===== src/rtl/onehot_class_counter.sv =====
// Per-class saturating event counters fed by a one-hot class code, with snapshot stream-out over valid/ready.
// Optional CLASS_CNT_CLEAR_ON_DUMP_EN: reload counters on an accepted dump (interval counting).
module onehot_class_counter #(
  parameter int unsigned CNT_W = 8
) (
  input  logic             clk,
  input  logic             rst,
  input  logic [7:0]       code_in,
  input  logic             code_valid,
  input  logic             clr,
  input  logic             dump_req,
  output logic [CNT_W-1:0] dout,
  output logic [1:0]       dout_idx,
  output logic             dout_valid,
  output logic             dout_last,
  input  logic             dout_ready,
  output logic             busy,
  output logic             err
);

  localparam int unsigned NCLS = 4;
  localparam logic [CNT_W-1:0] CNT_MAX = '1;

  typedef enum logic {S_IDLE, S_STREAM} state_t;

  state_t           r_state;
  logic [CNT_W-1:0] r_cnt  [NCLS];
  logic [CNT_W-1:0] r_snap [NCLS];
  logic [CNT_W-1:0] r_dout;
  logic [1:0]       r_idx;
  logic             r_valid;
  logic             r_last;
  logic             r_busy;
  logic             r_err;

  logic             w_legal;
  logic [1:0]       w_cls;
  logic             w_inc;
  logic             w_bad;
  logic             w_dump;
  logic [1:0]       w_nidx;

  // Decode the one-hot code; anything outside the four legal values is an error
  always_comb begin
    w_legal = 1'b0;
    w_cls   = 2'd0;
    case (code_in)
      8'h01: begin w_legal = 1'b1; w_cls = 2'd0; end
      8'h02: begin w_legal = 1'b1; w_cls = 2'd1; end
      8'h04: begin w_legal = 1'b1; w_cls = 2'd2; end
      8'h08: begin w_legal = 1'b1; w_cls = 2'd3; end
      default: begin w_legal = 1'b0; w_cls = 2'd0; end
    endcase
  end

  assign w_inc  = code_valid & w_legal;
  assign w_bad  = code_valid & ~w_legal;
  assign w_dump = (r_state == S_IDLE) & dump_req;
  assign w_nidx = r_idx + 2'd1;

  // Counters and sticky error; clr wins over increment and error set
  always_ff @(posedge clk) begin
    if (rst) begin
      for (int k = 0; k < NCLS; k++) r_cnt[k] <= '0;
      r_err <= 1'b0;
    end else if (clr) begin
      for (int k = 0; k < NCLS; k++) r_cnt[k] <= '0;
      r_err <= 1'b0;
    end else begin
      if (w_bad) r_err <= 1'b1;
      for (int k = 0; k < NCLS; k++) begin
`ifdef CLASS_CNT_CLEAR_ON_DUMP_EN
        if (w_dump)
          r_cnt[k] <= (w_inc && (w_cls == 2'(k))) ? CNT_W'(1) : '0;
        else
`endif
        if (w_inc && (w_cls == 2'(k)) && (r_cnt[k] != CNT_MAX))
          r_cnt[k] <= r_cnt[k] + CNT_W'(1);
      end
    end
  end

  // Snapshot/stream FSM; snapshot takes pre-edge counter values
  always_ff @(posedge clk) begin
    if (rst) begin
      r_state <= S_IDLE;
      for (int k = 0; k < NCLS; k++) r_snap[k] <= '0;
      r_dout  <= '0;
      r_idx   <= 2'd0;
      r_valid <= 1'b0;
      r_last  <= 1'b0;
      r_busy  <= 1'b0;
    end else begin
      case (r_state)
        S_IDLE: begin
          if (dump_req) begin
            for (int k = 0; k < NCLS; k++) r_snap[k] <= r_cnt[k];
            r_dout  <= r_cnt[0];
            r_idx   <= 2'd0;
            r_valid <= 1'b1;
            r_last  <= 1'b0;
            r_busy  <= 1'b1;
            r_state <= S_STREAM;
          end
        end
        S_STREAM: begin
          if (dout_ready) begin
            if (r_idx == 2'd3) begin
              r_idx   <= 2'd0;
              r_valid <= 1'b0;
              r_last  <= 1'b0;
              r_busy  <= 1'b0;
              r_state <= S_IDLE;
            end else begin
              r_idx  <= w_nidx;
              r_dout <= r_snap[w_nidx];
              r_last <= (w_nidx == 2'd3);
            end
          end
        end
        default: r_state <= S_IDLE;
      endcase
    end
  end

  assign dout       = r_dout;
  assign dout_idx   = r_idx;
  assign dout_valid = r_valid;
  assign dout_last  = r_last;
  assign busy       = r_busy;
  assign err        = r_err;

endmodule


===== config.mk =====
export PLATFORM = sky130hd
export DESIGN_NAME = onehot_class_counter
export DESIGN_NICKNAME = d
export VERILOG_FILES = /design/src/rtl/onehot_class_counter.sv
export SDC_FILE = /design/constraint.sdc
export NUM_CORES = 1
export LEC_CHECK = 0
export CORE_UTILIZATION = 32
export CTS_CLUSTER_SIZE = 10
export DETAILED_ROUTE_END_ITERATION = 8
export DONT_BUFFER_PORTS = 1
export PLACE_DENSITY = 0.45
export SYNTH_ARGS = -nofsm -noshare
export SYNTH_HDL_FRONTEND = slang
export SYNTH_SLANG_ARGS = --single-unit

===== constraint.sdc =====
create_clock -name clk -period 5 [get_ports clk]
set_input_delay 0.75 -clock clk [delete_from_list [all_inputs] [get_ports clk]]
set_output_delay 0.75 -clock clk [all_outputs]
set_load 0.01 [all_outputs]

==> flow_summary.toml <==
[global_route]
grt_use_total_pct = 14.2
grt_pass1_wl_um = 12300
antenna_found_initial = 0
grt_overflow = 0
grt_pass1_vias = 2325
grt_max_degree = 33

[pwr]
power_switching_mw = 0.312
clockPowerShare_pct = 44.6
finalPower_mw = 1.50
intPower_mw = 1.19
switching_share_pct = 20.7
powerDensity_mw_per_mm2 = 362
leakage_nw = 1.44
p_seq_share_pct = 50.4
combPwrFrac_pct = 5.0
vdd_drop_max_uv = 174

[critical_path]
rr_worst_depth = 5
reg2reg_from = "r_cnt[0][0]"
worstSetupPathType = "input port to flop"
critPathArrivalTime_ns = 2.89
reg2reg_to = "r_cnt[0][3]"
worstSetupStartpointType = "input port"
crit_end = "r_cnt[0][3]"
path_max_fanout = 9
critical_path_required_ns = 4.96
r2r_slack_ns = 2.30
endpoint_kind = "flop"
critPathLaunch = "code_in[0]"

[status]
status = "complete, no violations"

[sta]
finalSetupTns_ns = 0
drv_slew = 0
period_needed_ns = 2.93
post-route-period-util_pct = 58.6
tightest_slew_ns = 1.02
rsz0062_at_grt = "no"
finalClockSkew_ns = 0.00351
setup_violations = 0
clock.fmax_mhz = 341
relSlewSlack_pct = 31.9
finalHoldViolCount = 0

[routing]
routedWlPerCell_um = 16.4
drc_errors = 0
vias_per_cell = 4.94
vias = 2279
first_iter_violations = 136
dr.pass1.iters = 4
drt.antenna.violating_nets = 0
wl_um = 7560

[cts]
cts_buffers = 9
htreeDepth = 3
clk-insertion-delay-late_ns = 0.33
path_clk_slew_ns = 0.05
ctsResizeCount = 0
clockBufferDepth = 2
postCtsSetupBuffers = 0
clockRootBuffer = "clkbuf_16"
cts_tree = "yes"
cts.sinks = 78
ctsHoldBuffers = 0

[place]
detailed_place_hpwl_um = 5450
placed_cell_area_mm2 = 0.00385
port_buffers = 0
place_congestion = 0.713

[layout]
diodes = 0
area_growth_pct = 11.2
final_cell_area_mm2 = 0.00416
nets = 333
final_core_util_pct = 36.4
fill_cells = 1136
drive_gt1_share_pct = 9.43
seq_area_mm2 = 0.00212
multi_input_comb_area_mm2 = 0.00152

[job]
maxCapViolCount = 0

[synth]
ys_seq_area_share_pct = 56.8
synth_area_mm2 = 0.00374
yosysWarnings = 0
synth_top_area_share_pct = 45.0
synth_area_leaders = "edfxtp_1 45%, dfxtp_1 12%, and2_1 5.4%, mux4_2 4.8%, nor2_1 3.8%"
synth_common_cells = "56 x edfxtp_1, 38 x nor2_1, 32 x and2_1"
synthArstFlopShare_pct = 0
yosysMostFrequentCell = "edfxtp_1"
synth_top_area_cell = "edfxtp_1"
synth_flop_cell = "edfxtp_1"
synth_seq_cells = 78
syn_avg_cell_area_um2 = 11.8
synth_nets = 338
syn_inst = 318
yosysUniqueCellTypes = 39
synth-edff-count = 56

[die]
design.die.area_mm2 = 0.0121
initial_core_util_pct = 32.7
ios = 28
die_w_um = 110
num_rows = 39
core_area_mm2 = 0.0114
die_h_um = 110

[worst_hold_path]
min_path_type = "input port to flop"
hp-start = "rst"
[cell type report]
type | count | share of cell area (%)
Timing Repair Buffer | 1 | 0.181
Clock inverter | 6 | 1.84
Multi-Input combinational cell | 216 | 36.5
Clock buffer | 10 | 5.51
Inverter | 7 | 0.632
Sequential cell | 78 | 51.1
Tap cell | 143 | 4.30
[state kept, by name (all words and copies together), names as in the netlist]
signal     count
r_snap        32
dout           8
r_state        1
r_cnt         32
dout_last      1
busy           1
dout_idx       2
err            1
[kinds of logic after synthesis]
family | after synthesis | synth area share, %
xor gates and xnor gates | 21 | 4.92
adders and majority gates | 6 | 2.01
AOI/OAI and AO/OA | 32 | 5.89
muxes | 20 | 8.03
and+or+nand+nor | 137 | 19.6
DFF | 78 | 56.8
buffers and inverters | 24 | 2.74
[per-stage QoR]
stage | hold slack [ns] | worst slack [ns] | instances
final | 0.489 | 2.07 | 461
after global placement | 0.496 | 1.78 | 445
after detailed placement | 0.508 | 1.70 | 445
after floorplan | 0.460 | 1.85 | 318
after global routing | 0.471 | 1.81 | 461
after CTS | 0.469 | 2.06 | 461
[how the worst min path moves through the flow]
stage,to,slack [ns],cells past startpoint
after floorplan,r_cnt[2][1],0.46,2
final,busy,0.49,1
after global routing,r_state,0.47,1
after global placement,r_cnt[2][1],0.50,2
after CTS,busy,0.47,1
after detailed placement,r_cnt[2][0],0.51,1
[routing by layer]
metal	part of all wire [%]	track usage, %	vias up
met3	5.1	4.94	8
met4	1.5	4.51	0
met5	0	0	-
met1	51	19.2	1066
met2	42	21.2	48
li1	-	-	1157
[placed cells by master (no fill, tap or decap), types with 3 or more instances in the layout]
master	count
a211oi_1	9
a21oi_1	8
and2_1	32
and3_1	5
and4_1	3
clkbuf_16	9
clkinv_1	3
dfxtp_1	22
edfxtp_1	56
ha_1	6
inv_1	7
mux2i_1	12
mux4_2	8
nand2_1	14
nand2b_1	4
nand3_1	9
nand4_1	4
nor2_1	37
nor3_1	13
nor4_1	3
o2111ai_1	3
o21ai_0	3
o31ai_1	3
or4_1	3
xnor2_1	9
xor2_1	12
[power groups by stage]
stage / Clock (mW) / Sequential, mW / Combinational, mW
final: 0.671 / 0.758 / 0.0753
after CTS: 0.692 / 0.759 / 0.0765
after detailed placement: 0 / 0.773 / 0.0762
after floorplan: 0 / 0.756 / 0.0729
after global placement: 0 / 0.772 / 0.0765
after global routing: 0.714 / 0.764 / 0.0856
[worst max-delay path: stages]
cell and delay [ns]:
or4b_2 0.64, o311ai_0 0.15, o2111ai_1 0.43, o21ai_0 0.91
No activity file was read; power rests on OpenSTA's default activity.
